## config.mk

```make
export PLATFORM = sky130hd
export DESIGN_NAME = ball_controller_flat
export DESIGN_NICKNAME = d
export VERILOG_FILES = /design/src/rtl/pong_pkg.sv /design/src/rtl/ball_controller_if.sv /design/src/rtl/ball_pixel_gen.sv /design/src/rtl/ball_controller.sv /design/src/flat_wrapper.sv
export SDC_FILE = /design/constraint.sdc
export NUM_CORES = 1
export LEC_CHECK = 0
export CAP_MARGIN = 20
export CORE_ASPECT_RATIO = 0.6
export CORE_MARGIN = 2
export CORE_UTILIZATION = 45
export CTS_CLUSTER_SIZE = 8
export DETAILED_ROUTE_END_ITERATION = 16
export DONT_BUFFER_PORTS = 1
export PLACE_DENSITY = 0.64
export SLEW_MARGIN = 0
export SYNTH_ARGS = -nofsm -noshare
export SYNTH_HDL_FRONTEND = slang
export SYNTH_SLANG_ARGS = --single-unit
```

## constraint.sdc

```tcl
create_clock -name clck -period 4 [get_ports clck]
set_input_delay 0 -clock clck [delete_from_list [all_inputs] [get_ports clck]]
set_output_delay 0 -clock clck [all_outputs]
set_load 0.05 [all_outputs]
```

## src/rtl/pong_pkg.sv

```systemverilog
// Shared Pong constants: screen geometry, ball centre position and the
// ball state encoding used by the ball and paddle blocks.
package pong_pkg;

   localparam int SCREEN_W = 640;
   localparam int SCREEN_H = 480;

   // Top-left corner that centres the default 8-pixel ball on the screen.
   localparam int CENTRE_X = 316;
   localparam int CENTRE_Y = 236;

   typedef enum logic [1:0] {
      SERVE = 2'd0,
      PLAY  = 2'd1,
      MISS  = 2'd2
   } ball_state_t;

endpackage

```

## src/rtl/ball_controller_if.sv

```systemverilog
// Video-side bus of the ball controller: raster position, frame update
// strobe and paddle position in; ball pixel and event pulses out.
interface ball_controller_if;

   logic [9:0] x;
   logic [8:0] y;
   logic       update;
   logic [9:0] paddle_x;
   logic       ball_pixel;
   logic       hit;
   logic       missed;

   modport master (
      output x, y, update, paddle_x,
      input  ball_pixel, hit, missed
   );

   modport slave (
      input  x, y, update, paddle_x,
      output ball_pixel, hit, missed
   );

endinterface

```

## src/rtl/ball_pixel_gen.sv

```systemverilog
// Registered rectangle compare: flags the raster pixel one cycle after it
// falls inside the BALL_SIZE x BALL_SIZE square at (bx, by).
module ball_pixel_gen #(
   parameter int BALL_SIZE = 8
) (
   input  logic       clck,
   input  logic       reset_n,
   input  logic       en,
   input  logic [9:0] x,
   input  logic [8:0] y,
   input  logic [9:0] bx,
   input  logic [8:0] by,
   output logic       ball_pixel
);

   logic        pix_q, pix_d;
   logic [10:0] x_end;
   logic [9:0]  y_end;

   // Half-open rectangle test, widened by one bit so the right/bottom edge never wraps.
   always_comb begin
      // NOTE: every combinational output gets a default first, so no path can leave it unassigned and infer a latch.
      pix_d = 1'b0;
      x_end = {1'b0, bx} + 11'(BALL_SIZE);
      y_end = {1'b0, by} + 10'(BALL_SIZE);
      if (en && ({1'b0, x} >= {1'b0, bx}) && ({1'b0, x} < x_end) &&
          ({1'b0, y} >= {1'b0, by}) && ({1'b0, y} < y_end)) begin
         pix_d = 1'b1;
      end
   end

   // Output register gives the one-cycle pixel latency.
   always_ff @(posedge clck or negedge reset_n) begin
      if (!reset_n) pix_q <= 1'b0;
      else          pix_q <= pix_d;
   end

   assign ball_pixel = pix_q;

endmodule

```

## src/rtl/ball_controller.sv

```systemverilog
// Pong ball motion FSM (SERVE -> PLAY -> MISS) with wall and paddle bounces.
// Optional build macro BALL_SPEEDUP_EN: every 4th paddle hit raises the
// speed by one pixel per update, saturating at 4.
module ball_controller
   import pong_pkg::*;
#(
   parameter int BALL_SIZE    = 8,
   parameter int PADDLE_Y     = 464,
   parameter int PADDLE_W     = 64,
   parameter int BASE_SPEED   = 2,
   parameter int SERVE_FRAMES = 60
) (
   input logic              clck,
   input logic              reset_n,
   ball_controller_if.slave bus
);

   localparam int CNT_W = (SERVE_FRAMES < 2) ? 1 : $clog2(SERVE_FRAMES + 1);

   localparam logic signed [10:0] X_MAX  = 11'(SCREEN_W - BALL_SIZE);
   localparam logic signed [10:0] Y_LIM  = 11'(SCREEN_H);
   localparam logic signed [10:0] BS_S   = 11'(BALL_SIZE);
   localparam logic signed [10:0] PAD_YS = 11'(PADDLE_Y);

   ball_state_t       state_q, state_d;
   logic [9:0]        bx_q, bx_d;
   logic [8:0]        by_q, by_d;
   logic              dirx_q, dirx_d;   // 1: moving right
   logic              diry_q, diry_d;   // 1: moving down
   logic [CNT_W-1:0]  cnt_q, cnt_d;
   logic              hit_q, hit_d;
   logic              missed_q, missed_d;
   logic [2:0]        speed;

`ifdef BALL_SPEEDUP_EN
   logic [2:0]        speed_q, speed_d;
   logic [1:0]        hcnt_q, hcnt_d;
   assign speed = speed_q;
`else
   assign speed = 3'(BASE_SPEED);
`endif

   logic signed [10:0] spd_s, nx, ny, ny_bot;
   logic signed [11:0] nx_w, nx_r, pad_l, pad_r;
   logic [9:0]         by_bot;
   logic               overlap, paddle_bounce;

   // Candidate next position (signed, so a step past 0 reads negative) and paddle test.
   always_comb begin
      spd_s  = signed'({8'd0, speed});
      nx     = dirx_q ? (signed'({1'b0, bx_q}) + spd_s) : (signed'({1'b0, bx_q}) - spd_s);
      ny     = diry_q ? (signed'({2'b0, by_q}) + spd_s) : (signed'({2'b0, by_q}) - spd_s);
      ny_bot = ny + BS_S;
      by_bot = {1'b0, by_q} + 10'(BALL_SIZE);
      nx_w   = {nx[10], nx};
      nx_r   = nx_w + signed'(12'(BALL_SIZE));
      pad_l  = signed'({2'b00, bus.paddle_x});
      pad_r  = pad_l + signed'(12'(PADDLE_W));
      overlap       = (nx_w < pad_r) && (nx_r > pad_l);
      paddle_bounce = diry_q && (by_bot <= 10'(PADDLE_Y)) && (ny_bot > PAD_YS) && overlap;
   end

   // Next-state logic: everything holds unless this is an update cycle.
   always_comb begin
      state_d  = state_q;
      bx_d     = bx_q;
      by_d     = by_q;
      dirx_d   = dirx_q;
      diry_d   = diry_q;
      cnt_d    = cnt_q;
      hit_d    = 1'b0;
      missed_d = 1'b0;
`ifdef BALL_SPEEDUP_EN
      speed_d  = speed_q;
      hcnt_d   = hcnt_q;
`endif
      if (bus.update) begin
         case (state_q)
            SERVE: begin
               if (cnt_q == '0) state_d = PLAY;
               else             cnt_d   = cnt_q - 1'b1;
            end
            PLAY: begin
               // Horizontal axis reflects independently of the vertical one.
               if (nx <= 11'sd0) begin
                  bx_d   = '0;
                  dirx_d = 1'b1;
               end else if (nx >= X_MAX) begin
                  bx_d   = 10'(X_MAX);
                  dirx_d = 1'b0;
               end else begin
                  bx_d = nx[9:0];
               end
               if (ny <= 11'sd0) begin
                  by_d   = '0;
                  diry_d = 1'b1;
               end else if (paddle_bounce) begin
                  by_d   = 9'(PADDLE_Y - BALL_SIZE);
                  diry_d = 1'b0;
                  hit_d  = 1'b1;
`ifdef BALL_SPEEDUP_EN
                  hcnt_d = hcnt_q + 1'b1;
                  if ((hcnt_q == 2'd3) && (speed_q < 3'd4)) speed_d = speed_q + 1'b1;
`endif
               end else if (ny >= Y_LIM) begin
                  by_d     = ny[8:0];
                  state_d  = MISS;
                  missed_d = 1'b1;
               end else begin
                  by_d = ny[8:0];
               end
            end
            MISS: begin
               state_d = SERVE;
               bx_d    = 10'(CENTRE_X);
               by_d    = 9'(CENTRE_Y);
               dirx_d  = 1'b1;
               diry_d  = 1'b1;
               cnt_d   = CNT_W'(SERVE_FRAMES);
`ifdef BALL_SPEEDUP_EN
               speed_d = 3'(BASE_SPEED);
               hcnt_d  = '0;
`endif
            end
            default: state_d = SERVE;
         endcase
      end
   end

   // State, position and pulse registers.
   always_ff @(posedge clck or negedge reset_n) begin
      if (!reset_n) begin
         state_q  <= SERVE;
         bx_q     <= 10'(CENTRE_X);
         by_q     <= 9'(CENTRE_Y);
         dirx_q   <= 1'b1;
         diry_q   <= 1'b1;
         cnt_q    <= CNT_W'(SERVE_FRAMES);
         hit_q    <= 1'b0;
         missed_q <= 1'b0;
`ifdef BALL_SPEEDUP_EN
         speed_q  <= 3'(BASE_SPEED);
         hcnt_q   <= '0;
`endif
      end else begin
         // NOTE: non-blocking assignments here so every flop samples the pre-edge values.
         state_q  <= state_d;
         bx_q     <= bx_d;
         by_q     <= by_d;
         dirx_q   <= dirx_d;
         diry_q   <= diry_d;
         cnt_q    <= cnt_d;
         hit_q    <= hit_d;
         missed_q <= missed_d;
`ifdef BALL_SPEEDUP_EN
         speed_q  <= speed_d;
         hcnt_q   <= hcnt_d;
`endif
      end
   end

   assign bus.hit    = hit_q;
   assign bus.missed = missed_q;

   ball_pixel_gen #(
      .BALL_SIZE (BALL_SIZE)
   ) u_pixel (
      .clck       (clck),
      .reset_n    (reset_n),
      .en         (state_q != MISS),
      .x          (bus.x),
      .y          (bus.y),
      .bx         (bx_q),
      .by         (by_q),
      .ball_pixel (bus.ball_pixel)
   );

endmodule

```

## src/flat_wrapper.sv

```systemverilog
// flat-port wrapper written by rule: the top's interface ports become plain ports
module ball_controller_flat import pong_pkg::*;
#(
   parameter int BALL_SIZE    = 8,
   parameter int PADDLE_Y     = 464,
   parameter int PADDLE_W     = 64,
   parameter int BASE_SPEED   = 2,
   parameter int SERVE_FRAMES = 60
)
  (clck, reset_n, bus_x, bus_y, bus_update, bus_paddle_x, bus_ball_pixel, bus_hit, bus_missed);
  ball_controller_if bus_i ();
  input logic clck;
  input logic reset_n;
  input wire logic [$bits(bus_i.x)-1:0] bus_x;
  input wire logic [$bits(bus_i.y)-1:0] bus_y;
  input wire logic [$bits(bus_i.update)-1:0] bus_update;
  input wire logic [$bits(bus_i.paddle_x)-1:0] bus_paddle_x;
  output wire logic [$bits(bus_i.ball_pixel)-1:0] bus_ball_pixel;
  output wire logic [$bits(bus_i.hit)-1:0] bus_hit;
  output wire logic [$bits(bus_i.missed)-1:0] bus_missed;
  assign bus_i.x = bus_x;
  assign bus_i.y = bus_y;
  assign bus_i.update = bus_update;
  assign bus_i.paddle_x = bus_paddle_x;
  assign bus_ball_pixel = bus_i.ball_pixel;
  assign bus_hit = bus_i.hit;
  assign bus_missed = bus_i.missed;
  ball_controller #(.BALL_SIZE(BALL_SIZE), .PADDLE_Y(PADDLE_Y), .PADDLE_W(PADDLE_W), .BASE_SPEED(BASE_SPEED), .SERVE_FRAMES(SERVE_FRAMES)) u_core (.clck(clck), .reset_n(reset_n), .bus(bus_i));
endmodule
```

==> results of run 1 <==
worst register-to-register path, delay by kind of cell (launching register included):
| kind | cells | cell delay [ns] |
|---|---|---|
| compound gates | 8 | 1.45 |
| fa+ha+maj | 2 | 0.42 |
| buf+inv | 5 | 0.70 |
| simple gates | 5 | 0.64 |
| flops | 1 | 0.56 |
routing by layer:
layer / up-vias / wire, um
met5: - / 0
met4: 0 / 77
met3: 11 / 837
met2: 115 / 4370
met1: 1755 / 5640
li1: 1862 / -
flip-flops by register name, summed over array words and instances, names as in the netlist:
signal	cells
u_core.bus.hit	1
u_core.bus.missed	1
u_core.bx_q	9
u_core.by_q	8
u_core.cnt_q	6
u_core.dirx_q	1
u_core.diry_q	1
u_core.state_q	2
u_core.u_pixel.ball_pixel	1
final timing paths:
path	start	depth (start not counted)	to
setup / recovery	u_core.dirx_q	20	u_core.by_q[1]
hold / removal	bus_update	3	u_core.state_q[1]
setup reg to reg	u_core.dirx_q	20	u_core.by_q[1]
hold reg to reg	u_core.cnt_q[0]	1	u_core.cnt_q[0]
max in group asynchronous	reset_n	2	u_core.cnt_q[2]
min in group asynchronous	reset_n	2	u_core.by_q[4]
cell usage after synthesis, types with 9 or more instances:
cell type / count
nand2_1: 37
a21oi_1: 26
nor2_1: 27
nor3_1: 12
nand3_1: 23
o21ai_0: 31
and3_1: 9
dfrtp_1: 14
xnor2_1: 24
nand2b_1: 9
dfstp_2: 16
ha_1: 71
inv_1: 48
o21a_1: 12
final cells by class:
class,count,area [um^2],share of cell area (%)
Inverter,48,184,3.85
Clock buffer,6,129,2.70
Clock inverter,2,37.5,0.786
Tap cell,112,140,2.94
Multi-Input combinational cell,400,3190,66.7
Sequential cell,30,771,16.1
Timing Repair Buffer,39,327,6.84
cells by family after synthesis:
group	Yosys count	share of synthesized area, %
AO/OA/AOI/OAI	133	23.1
XOR/XNOR	30	7.03
adder cells (fa/ha/maj)	73	22.9
buffers and inverters	63	6.41
flip-flops	30	19.3
multiplexers	2	0.531
AND/OR/NAND/NOR	162	20.7
cells in the final DEF (no fill, tap or decap), types with 3 or more instances in the layout:
cell type  Yosys  layout
a211oi_1       4       4
a21boi_0       3       3
a21o_1         3       3
a21oi_1       26      26
a22oi_1        4       4
a31oi_1        6       6
and2_1         4       3
and3_1         9       9
buf_4          1      34
clkbuf_16      0       5
dfrtp_1       14      14
dfstp_2       16      16
ha_1          71      61
ha_4           0       8
inv_1         48      47
nand2_1       37      37
nand2b_1       9       9
nand3_1       23      22
nand4_1        8       8
nor2_1        27      26
nor2b_1        7       6
nor3_1        12      11
nor4_1         7       6
o211ai_1       5       5
o21a_1        12      12
o21ai_0       31      25
o21ai_1        1       4
o21ai_2        0       3
o22a_1         4       4
o22ai_1        3       3
o32ai_1        4       4
or3_1          4       4
xnor2_1       24      23
xor2_1         5       5
repair_timing:
| action | CTS | global route |
|---|---|---|
| hold buffers | 3 | 0 |
| endpoints found under the hold margin | 34 | 0 |
| pin swaps | 0 | 9 |
| setup buffers | 0 | 4 |
| endpoints found under the setup margin | 3 | 12 |
| resized for setup | 6 | 34 |
per-stage QoR:
step / hold slack [ns] / cells / TNS (ns) / setup slack [ns] / cell area [um^2]
6_report: 0.0849 / 637 / 0 / 0.147 / 4770
3_5_place_dp: -0.295 / 622 / -0.103 / -0.0653 / 4310
2_1_floorplan: -0.296 / 493 / 0 / 0.0510 / 4000
4_1_cts: 0.0792 / 633 / 0 / 0.0158 / 4540
3_3_place_gp: -0.295 / 622 / 0 / 0.0159 / 4310
5_1_grt: 0.112 / 637 / -0.429 / -0.0914 / 4770
==> impl_metrics.py, run 1 <==
metrics = {
    "clock_tree": {
        "insertion_delay_ns": 0.28,
        "root_buffer": "clkbuf_16",
        "cts_sinks": 30,
        "htree_levels": 2,
        "clk_pin_slew_worst_paths_ns": 0.05,
        "cts_tree": "yes",
        "numCtsBuffers": 5,
        "clk_path_buf_depth": 2,
    },
    "critical_path": {
        "critPathArrivalTime_ns": 4.03,
        "r2r_setup_slack_ns": 0.15,
        "cpPeakStageDelay_ns": 0.56,
        "crit_family": "compound AO/OA/AOI/OAI gates",
        "path_buf_inv": 5,
        "start_kind": "register",
        "worstSetupPathType": "register to register",
        "cp-end-kind": "register",
        "path_max_fanout": 8,
        "critical_path.slowest_cell": "dfstp_2",
        "path_cells": "clkinvlp_4 > buf_12 > ha_4 > buf_4 > a211oi_4 > o211ai_1 > a221oi_2 > buf_4 > nand2_1 > o21ai_1 > nor2b_1 > ha_1 > nand2_1 > nor2_1 > o21ai_0 > o211ai_1 > a2bb2oi_2 > inv_1 > and2_2 > o41ai_2",
        "required_ns": 4.18,
    },
    "synth": {
        "yosysTopAreaCell": "ha_1",
        "synth_cell_type_count": 71,
        "synth_seq_cells": 30,
        "synth.yosys.seq_area_share_pct": 19.2,
        "netlist_area_um2": 4000,
        "synth_area_per_cell_um2": 8.12,
        "synthTopCellsByArea": "ha_1 22%, dfstp_2 11%, dfrtp_1 8.8%",
        "synth_warnings": 0,
        "synth_edf_count": 0,
        "synth_nets": 597,
        "netlist_instances": 493,
        "synth_top_area_share_pct": 22.2,
        "synthFlopType": "dfstp_2",
        "synthArstFlopShare_pct": 100,
    },
    "timing": {
        "finalSetupViolCount": 0,
        "rsz0062_at_grt": "yes",
        "final_hold_viol_count": 0,
        "fin_crit_sh_pct": 96.3,
        "skew_ns": 0.00665,
        "fin_crit_ns": 3.85,
        "maxSlewViolCount": 0,
        "relSlewSlack_pct": 54.5,
        "max_freq_mhz": 260,
        "worstMarginPinSlew_ns": 0.676,
    },
    "grt": {
        "grt_pass1_vias": 3604,
        "grt_max_degree": 31,
        "grt_use_met3_pct": 6.49,
        "grtUsageMet1_pct": 34.7,
        "antenna_found_initial": 0,
        "grt_usage_pct": 22.5,
        "busiest_layer": "met1",
        "grt_use_met2_pct": 31.4,
        "grt_first_pass_wirelength_mm": 17.6,
        "grt_overflow": 0,
    },
    "detailed_routing": {
        "drtPass1Iterations": 5,
        "drc": 0,
        "routed_via_density": 5.88,
        "routed_wirelength_mm": 10.9,
        "num_vias": 3743,
        "wl_per_cell_um": 17.1,
        "drtIter0Drc": 246,
        "ant_nets": 0,
    },
    "final_layout": {
        "fillers": 787,
        "insertedDiodeCount": 0,
        "utilization_pct": 55.6,
        "final_nets": 628,
        "drive_above_1_share_pct": 19.4,
        "syn_to_final_growth_pct": 19.2,
    },
    "place": {
        "routabilityCongestion": 0.947,
        "hpwl_mm": 8.48,
        "port_buffers": 0,
    },
    "die": {
        "rows": 26,
        "core_um2": 8590,
        "fp.dieW_um": 126,
        "dieArea_um2": 9690,
        "initial_core_util_pct": 46.6,
        "die_h_um": 77.1,
        "ios": 35,
    },
    "flow_run": {
        "cap_viol_max_count": 0,
    },
    "status": {
        "run_status": "complete, no violations",
    },
    "hold_path": {
        "hold_class": "input pin to register",
    },
}
Power of run 1 is left out: the tool's default activity adds up to more than one toggle a clock period on the data nets, which glitch-free logic cannot reach.
==> inputs of run 2 (changes only) <==
--- a/config.mk
+++ b/config.mk
@@ -5,14 +5,14 @@
 export SDC_FILE = /design/constraint.sdc
 export NUM_CORES = 1
 export LEC_CHECK = 0
+export BUFFER_PORTS_ARGS = -buffer_cell sky130_fd_sc_hd__buf_2
 export CAP_MARGIN = 20
 export CORE_ASPECT_RATIO = 0.6
 export CORE_MARGIN = 2
 export CORE_UTILIZATION = 45
 export CTS_CLUSTER_SIZE = 8
 export DETAILED_ROUTE_END_ITERATION = 16
-export DONT_BUFFER_PORTS = 1
-export PLACE_DENSITY = 0.64
+export PLACE_DENSITY = 0.67
 export SLEW_MARGIN = 0
 export SYNTH_ARGS = -nofsm -noshare
 export SYNTH_HDL_FRONTEND = slang
==> run 2 against run 1 <==
Net effect:
- maximum frequency fell by 1.0%
- register-to-register slack worse by 0.04 ns
- largest cell class unchanged
- cell area grew 3.4%
- worst hold slack lost 0.024 ns
- sequential cell count is the same
- first-iteration DRC count is 10% higher
- non-clock buffer count up 34
- core utilization grew 1.9 points
- cell count is 5.3% higher
- clock-buffer cell count grew 2
- via count is 4.8% higher
==> impl_metrics.py, run 2 (synthesis gave the netlist of run 1 again) <==
metrics = {
    "status": {
        "run_status": "complete, no violations",
    },
    "final_layout": {
        "final_nets": 662,
        "largest_reg_flops": 9,
        "syn_to_final_growth_pct": 23.2,
        "regMostFlops": "u_core.bx_q",
        "largestRegisters": "u_core.bx_q x9, u_core.by_q x8, u_core.cnt_q x6",
        "final_common_cell": "ha_1",
        "drive_above_1_share_pct": 25.0,
        "mostFrequentLayoutCells": "63 x ha_1, 47 x inv_1, 36 x nand2_1, 36 x buf_4, 32 x buf_2",
        "utilization_pct": 57.4,
        "fillers": 797,
        "insertedDiodeCount": 0,
    },
    "detailed_routing": {
        "drtPass1Iterations": 5,
        "drc": 0,
        "drtIter0Drc": 271,
        "num_vias": 3922,
        "routed_wirelength_mm": 10.9,
        "routed_via_density": 5.85,
        "wl_per_cell_um": 16.3,
        "ant_nets": 0,
    },
    "critical_path": {
        "cp-end-kind": "register",
        "path_max_fanout": 8,
        "start_kind": "register",
        "required_ns": 4.15,
        "critPathArrivalTime_ns": 4.05,
        "reg2regPathDepth": 21,
        "worstSetupPathType": "register to register",
    },
    "timing": {
        "final_hold_viol_count": 0,
        "relSlewSlack_pct": 49.0,
        "maxSlewViolCount": 0,
        "max_freq_mhz": 257,
        "worstMarginPinSlew_ns": 0.757,
        "fin_crit_sh_pct": 97.3,
        "fin_crit_ns": 3.89,
        "skew_ns": 0.00188,
        "finalSetupViolCount": 0,
        "fin_setup_tns_ns": 0,
    },
    "die": {
        "fp.dieW_um": 126,
        "ios": 35,
        "rows": 26,
        "dieArea_um2": 9690,
        "initial_core_util_pct": 46.6,
        "die_h_um": 77.1,
        "core_um2": 8590,
    },
    "grt": {
        "grt_first_pass_wirelength_mm": 17.6,
        "grt_pass1_vias": 3607,
        "grt_max_degree": 31,
        "grt_usage_pct": 21.9,
        "grt_overflow": 0,
        "antenna_found_initial": 0,
    },
    "clock_tree": {
        "root_buffer": "clkbuf_16",
        "clk_pin_slew_worst_paths_ns": 0.05,
        "cts_tree": "yes",
        "insertion_delay_ns": 0.27,
        "htree_levels": 2,
        "clk_path_buf_depth": 2,
        "numCtsBuffers": 5,
        "cts_sinks": 30,
    },
    "hold_path": {
        "hold_class": "input pin to register",
        "hold_depth": 3,
    },
    "place": {
        "port_buffers": 32,
        "routabilityCongestion": 0.951,
        "hpwl_mm": 8.52,
    },
    "flow_run": {
        "cap_viol_max_count": 0,
    },
}
==> run 2: repair_timing <==
item / CTS / global route
endpoints found under the setup margin: 3 / 12
pin swaps: 1 / 15
endpoints found under the hold margin: 14 / 0
hold buffers: 1 / 0
gates resized for setup: 5 / 36
setup buffers: 0 / 9
==> run 2: final cells by class <==
type	count	area [um^2]	share of cell area [%]
Multi-Input combinational cell	400	3170	64.2
Inverter	48	184	3.73
Clock buffer	8	166	3.37
Timing Repair Buffer	73	503	10.2
Sequential cell	30	771	15.6
Tap cell	112	140	2.84
==> run 2: worst paths after layout <==
check	end	from	slack [ns]
max	u_core.state_q[0]	u_core.dirx_q	0.11
min in group asynchronous	u_core.by_q[1]	reset_n	0.31
min	u_core.bus.hit	bus_update	0.06
max reg2reg	u_core.state_q[0]	u_core.dirx_q	0.11
max in group asynchronous	u_core.by_q[8]	reset_n	3.23
min reg2reg	u_core.cnt_q[4]	u_core.cnt_q[4]	0.52
==> run 2: through the flow <==
stage	hold WS, ns	setup WS [ns]	cells	cell area (um^2)
floorplan	-0.296	0.0510	493	4000
global placement	0.0796	0.0532	653	4460
detailed placement	0.0860	-0.111	653	4460
CTS	0.0567	0.00263	662	4660
global route	0.0752	-0.0426	671	4930
finish	0.0606	0.108	671	4930
==> run 2: metal layers <==
metal / global-route usage (%) / vias up / wire length (um)
met1: 34.4 / 1822 / 5590
met5: 0 / - / 0
met4: 2.09 / 0 / 25
li1: - / 1928 / -
met3: 3.28 / 4 / 814
met2: 32.6 / 168 / 4480
==> run 2: worst max-delay path, cell delays in order (launching register included) <==
cell and delay [ns]:
dfstp_2 0.55, clkinvlp_4 0.10, buf_12 0.15, ha_1 0.45, o211ai_1 0.13, and2_1 0.21
a311oi_2 0.29, a221oi_2 0.10, buf_4 0.15, nor3_2 0.22, nor2b_2 0.07, ha_1 0.29
nand2_1 0.08, nor2_2 0.11, o21ai_1 0.08, o211ai_1 0.11, a2bb2oi_2 0.09, buf_4 0.14
buf_4 0.12, nand4_1 0.09, o311a_1 0.17, nand2_1 0.06
Power of run 2 is left out for the same reason.
